**config.mk**
```make
export PLATFORM = sky130hd
export DESIGN_NAME = keypad_scan
export DESIGN_NICKNAME = d
export VERILOG_FILES = /design/src/rtl/keypad_scan.sv
export SDC_FILE = /design/constraint.sdc
export NUM_CORES = 1
export LEC_CHECK = 0
export CORE_MARGIN = 3
export CORE_UTILIZATION = 50
export DETAILED_ROUTE_END_ITERATION = 8
export PLACE_DENSITY = 0.81
export SYNTH_ARGS = -nofsm -noshare
export SYNTH_HDL_FRONTEND = slang
export SYNTH_SLANG_ARGS = --single-unit
```
**constraint.sdc**
```tcl
create_clock -name clk -period 6.2 [get_ports clk]
set_input_delay 0.62 -clock clk [delete_from_list [all_inputs] [get_ports clk]]
set_output_delay 0.62 -clock clk [all_outputs]
set_load 0.05 [all_outputs]
```
**src/rtl/keypad_scan.sv**
```systemverilog
// 4x4 active-low matrix keypad scanner: row drive, column sync, whole-scan
// accumulation and debounce, producing a key code with a one-cycle valid strobe.
module keypad_scan #(
  parameter int CLK_FREQ = 200_000_000,
  parameter int SCAN_HZ  = 1000,
  parameter int DB_SCANS = 5
) (
  input  logic       clk,
  input  logic       sys_rstn,
  input  logic [3:0] col_n,
  output logic [3:0] row_n,
  output logic [3:0] key_code,
  output logic       key_valid,
  output logic       key_held
);

  // state        | meaning
  // S_IDLE       | no key accepted, waiting for a single-key scan
  // S_DB_PRESS   | candidate key seen on db_cnt consecutive scans
  // S_PRESSED    | key accepted, key_held high
  // S_DB_RELEASE | empty scans counted toward release, key_held still high
  typedef enum logic [1:0] {S_IDLE, S_DB_PRESS, S_PRESSED, S_DB_RELEASE} state_t;

  localparam int ROW_TICKS = CLK_FREQ / SCAN_HZ;
  localparam int CW = $clog2(ROW_TICKS);
  localparam logic [CW-1:0] ROW_LAST = CW'(ROW_TICKS - 1);
  localparam logic [3:0] DB_TGT = 4'(DB_SCANS);

  logic [CW-1:0] row_cnt;
  logic [1:0]    row_idx;
  logic [3:0]    col_s1, col_s2;
  logic [1:0]    acc_cnt, res_cnt;
  logic [3:0]    acc_code, res_code;
  logic          scan_done;
  state_t        state;
  logic [3:0]    db_cnt, cand;

  logic          sample;
  logic [3:0]    col_act;
  logic [1:0]    row_keys, col_enc, tot;
  logic [2:0]    sum;
  logic [3:0]    first_code;

  assign row_n  = ~(4'b0001 << row_idx);
  assign sample = (row_cnt == ROW_LAST);

  always_comb begin
    col_act = ~col_s2;
    if (col_act == 4'd0)
      row_keys = 2'd0;
    else if ((col_act & (col_act - 4'd1)) == 4'd0)
      row_keys = 2'd1;
    else
      row_keys = 2'd2;
    if (col_act[0])      col_enc = 2'd0;
    else if (col_act[1]) col_enc = 2'd1;
    else if (col_act[2]) col_enc = 2'd2;
    else                 col_enc = 2'd3;
    sum = {1'b0, acc_cnt} + {1'b0, row_keys};
    tot = (sum >= 3'd2) ? 2'd2 : sum[1:0];
    // only the first pressed key of a scan is remembered; later ones only bump the count
    first_code = (acc_cnt == 2'd0 && row_keys != 2'd0) ? {row_idx, col_enc} : acc_code;
  end

  always_ff @(posedge clk or negedge sys_rstn) begin
    if (!sys_rstn) begin
      row_cnt   <= '0;
      row_idx   <= 2'd0;
      col_s1    <= 4'hF;
      col_s2    <= 4'hF;
      acc_cnt   <= 2'd0;
      acc_code  <= 4'd0;
      res_cnt   <= 2'd0;
      res_code  <= 4'd0;
      scan_done <= 1'b0;
    end else begin
      col_s1    <= col_n;
      col_s2    <= col_s1;
      scan_done <= 1'b0;
      if (sample) begin
        row_cnt <= '0;
        row_idx <= row_idx + 2'd1;
        if (row_idx == 2'd3) begin
          res_cnt   <= tot;
          res_code  <= first_code;
          scan_done <= 1'b1;
          acc_cnt   <= 2'd0;
          acc_code  <= 4'd0;
        end else begin
          acc_cnt  <= tot;
          acc_code <= first_code;
        end
      end else begin
        row_cnt <= row_cnt + CW'(1);
      end
    end
  end

  always_ff @(posedge clk or negedge sys_rstn) begin
    if (!sys_rstn) begin
      state     <= S_IDLE;
      db_cnt    <= 4'd0;
      cand      <= 4'd0;
      key_code  <= 4'd0;
      key_valid <= 1'b0;
      key_held  <= 1'b0;
    end else begin
      key_valid <= 1'b0;
      if (scan_done) begin
        case (state)
          S_IDLE: begin
            if (res_cnt == 2'd1) begin
              cand   <= res_code;
              db_cnt <= 4'd1;
              if (DB_SCANS == 1) begin
                state     <= S_PRESSED;
                key_code  <= res_code;
                key_valid <= 1'b1;
                key_held  <= 1'b1;
              end else begin
                state <= S_DB_PRESS;
              end
            end
          end
          S_DB_PRESS: begin
            if (res_cnt == 2'd1 && res_code == cand) begin
              db_cnt <= db_cnt + 4'd1;
              if (db_cnt + 4'd1 == DB_TGT) begin
                state     <= S_PRESSED;
                key_code  <= cand;
                key_valid <= 1'b1;
                key_held  <= 1'b1;
              end
            end else if (res_cnt == 2'd1) begin
              cand   <= res_code;
              db_cnt <= 4'd1;
            end else begin
              state  <= S_IDLE;
              db_cnt <= 4'd0;
            end
          end
          S_PRESSED: begin
            if (res_cnt == 2'd0) begin
              if (DB_SCANS == 1) begin
                state    <= S_IDLE;
                db_cnt   <= 4'd0;
                key_held <= 1'b0;
              end else begin
                state  <= S_DB_RELEASE;
                db_cnt <= 4'd1;
              end
            end
          end
          S_DB_RELEASE: begin
            if (res_cnt == 2'd0) begin
              db_cnt <= db_cnt + 4'd1;
              if (db_cnt + 4'd1 == DB_TGT) begin
                state    <= S_IDLE;
                db_cnt   <= 4'd0;
                key_held <= 1'b0;
              end
            end else begin
              state <= S_PRESSED;
            end
          end
          default: state <= S_IDLE;
        endcase
      end
    end
  end

endmodule

```
==> flow_summary.toml <==
[status]
status = "completed"

[critical_path]
cp_data_required_time_ps = 5580
critical_path.endpoint = "row_n[3]"
worstPathArrival_ps = 2090
startpoint = "row_idx[1]"
ff2ff_path_depth = 9
cp-start-kind = "register"
r2r_slack_ps = 4030
worstSetupEndpointType = "output pin"
worstSetupPathType = "register to output pin"
r2r-end = "acc_cnt[0]"
timing.rr.start = "col_s2[3]"
cp_max_fo = 8

[global_routing]
antenna_found_initial = 0
grt_max_degree = 58
grt_pass1_wl_microns = 8560
grt-busiest-layer = "met2"
track_usage = 0.170
overflow = 0
grtUsageMet3 = 0.0575
grtUsageMet1 = 0.212
grt_pass1_vias = 1932
gr-usage-met2 = 0.256

[die]
die_x_microns = 82.3
die_area_sq_mm = 0.00678
rows = 27
pin_count = 16
die_y_microns = 82.3
coreArea_sq_mm = 0.00557
start_util = 0.523

[placement]
post-place-ws_ps = 3840
gp_congestion = 0.855
io_buffers = 15
dp_hpwl_microns = 3440
placed_area_sq_mm = 0.00310
dp.cells = 340

[synth]
synth_edf_count = 0
yosys_most_used_dff = "dfrtp_1"
synthArstFlopShare = 1.00
ys_ff_latch = 57
synth_nets = 278
netlist_instances = 263
avgSynthCellArea_sq_um = 11.1
yosysUniqueCellTypes = 60
ys_seq_area_frac = 0.493
syn_area_sq_mm = 0.00291
synth_warnings = 0

[routing]
wl_per_cell_microns = 14.1
routed_via_density = 5.69
drt_wl_total_microns = 5030
postRouteAntennaNets = 0
drt-pass1-iter-count = 4
drc = 0
vias = 2025
drtIter0Drc = 89

[sta]
hold_viol_final = 0
fin_crit_ps = 2710
layout_setup_ws_ps = 3490
setup_tns_ps = 0
fmax_mhz = 369
fin_skew_ps = 11.0
max-slew-margin-rel = 0.507
rsz0062_at_grt = "no"
drv_slew = 0
final-setup-viol-count = 0
timing.final.crit_share = 0.437
tightest_slew_ps = 735

[clock_network]
cts_tree = "yes"
clk_latency_ps = 340
postCtsSetupRepairBufs = 0
holdBufCountCts = 0
ctsRootBufferMaster = "clkbuf_8"
cts_resized = 0
clkTransAtPathRegs_ps = 60
cts_buffer_depth = 2
cts_sinks = 57
h-tree-depth = 3
numCtsBuffers = 9

[final_layout]
seqCellArea_sq_mm = 0.00144
areaGrowthSynthToFinish_pct = 13.2
antenna_cells = 0
fillers = 455
stdcell_area_sq_mm = 0.00330
multi_input_area_sq_mm = 0.00136
instances_no_fill = 356
layout_common_cells = "dfrtp_1, inv_1, o21ai_0, nand3_1, clkdlybuf4s50_1"
final_util = 0.592
drive_gt1_frac = 0.183
layout_commonest_cell = "dfrtp_1"
nets = 294

[power_and_ir_drop]
leakagePower_uw = 0.00146
peakVddDrop_uv = 149
p_per_area_mw_per_mm2 = 226

[worst_hold_path]
worst_hold_path_type = "register to register"

[job]
max_cap_violations = 0
sequential cells by signal, indices dropped and copies added, names as in the netlist:
register   count
acc_cnt        2
acc_code       4
cand           4
col_s1         4
col_s2         4
db_cnt         4
key_code       4
key_held       1
key_valid      1
res_cnt        2
res_code       4
row_cnt       18
row_idx        2
scan_done      1
state          2
layer usage:
metal | share of wire | routed length, microns
met1 | 0.47 | 2390
met2 | 0.45 | 2290
met3 | 0.044 | 222
met4 | 0.026 | 131
met5 | 0 | 0
report_power, final:
group          internal (uW)  leakage, uW  switching (uW)
sequential               377     0.000755            2.63
combinational           6.19     0.000603            11.3
clock                    206     0.000103             141
worst min-delay path by stage:
| stage | start | to | depth (start not counted) | slack (ps) |
|---|---|---|---|---|
| after floorplan | sys_rstn | acc_cnt[0] | 0 | 320 |
| after global placement | col_s1[1] | col_s2[1] | 0 | 350 |
| after detailed placement | col_s1[3] | col_s2[3] | 0 | 350 |
| after CTS | col_s1[3] | col_s2[3] | 0 | 360 |
| after global routing | col_s1[2] | col_s2[2] | 0 | 360 |
| final | col_s1[2] | col_s2[2] | 0 | 360 |
stage by stage:
step / hold WS, ps / power [uW]
after floorplan: 324 / 392
after global placement: 346 / 404
after detailed placement: 347 / 404
after CTS: 356 / 755
after global routing: 359 / 773
final: 356 / 745
cells by family (layout without fill, tap and decap cells):
kind of cell | Yosys count | after routing | synth area share
fa+ha+maj | 9 | 9 | 0.0412
simple gates | 80 | 80 | 0.173
flops | 57 | 57 | 0.493
xor+xnor | 20 | 20 | 0.0601
compound gates | 50 | 50 | 0.118
buf+inv | 28 | 49 | 0.0412
mux | 19 | 19 | 0.0730
worst max-delay path, stage by stage, from the launching register on:
cell             delay [ps]
dfrtp_1                 430
ha_1                    300
inv_1                   190
clkdlybuf4s50_1         830
Yosys cell counts (3+ instances only):
master	count	area, sq um
dfrtp_1	49	1230
inv_1	17	63.8
nand3_1	14	70.1
o21ai_0	14	70.1
mux2_2	13	146
nor2_1	13	48.8
xnor2_1	12	105
nand2_1	11	41.3
nand4_1	11	68.8
a21oi_1	9	45.0
dfstp_2	8	210
ha_1	8	100
xor2_1	8	70.1
clkbuf_1	6	22.5
and3_1	4	25.0
mux2i_1	4	40.0
o31ai_1	4	30.0
a211oi_1	3	22.5
nor2b_1	3	18.8
nor3_1	3	15.0
or3_1	3	18.8
final cells by class:
type | count | share of cell area
repair buffers | 16 | 0.0463
clock inverters | 3 | 0.0121
clock buffers | 13 | 0.0482
well taps | 72 | 0.0273
flip-flops and latches | 57 | 0.435
multi-input cells | 178 | 0.411
inverters | 17 | 0.0193
Power figures use the tool's default switching activity.
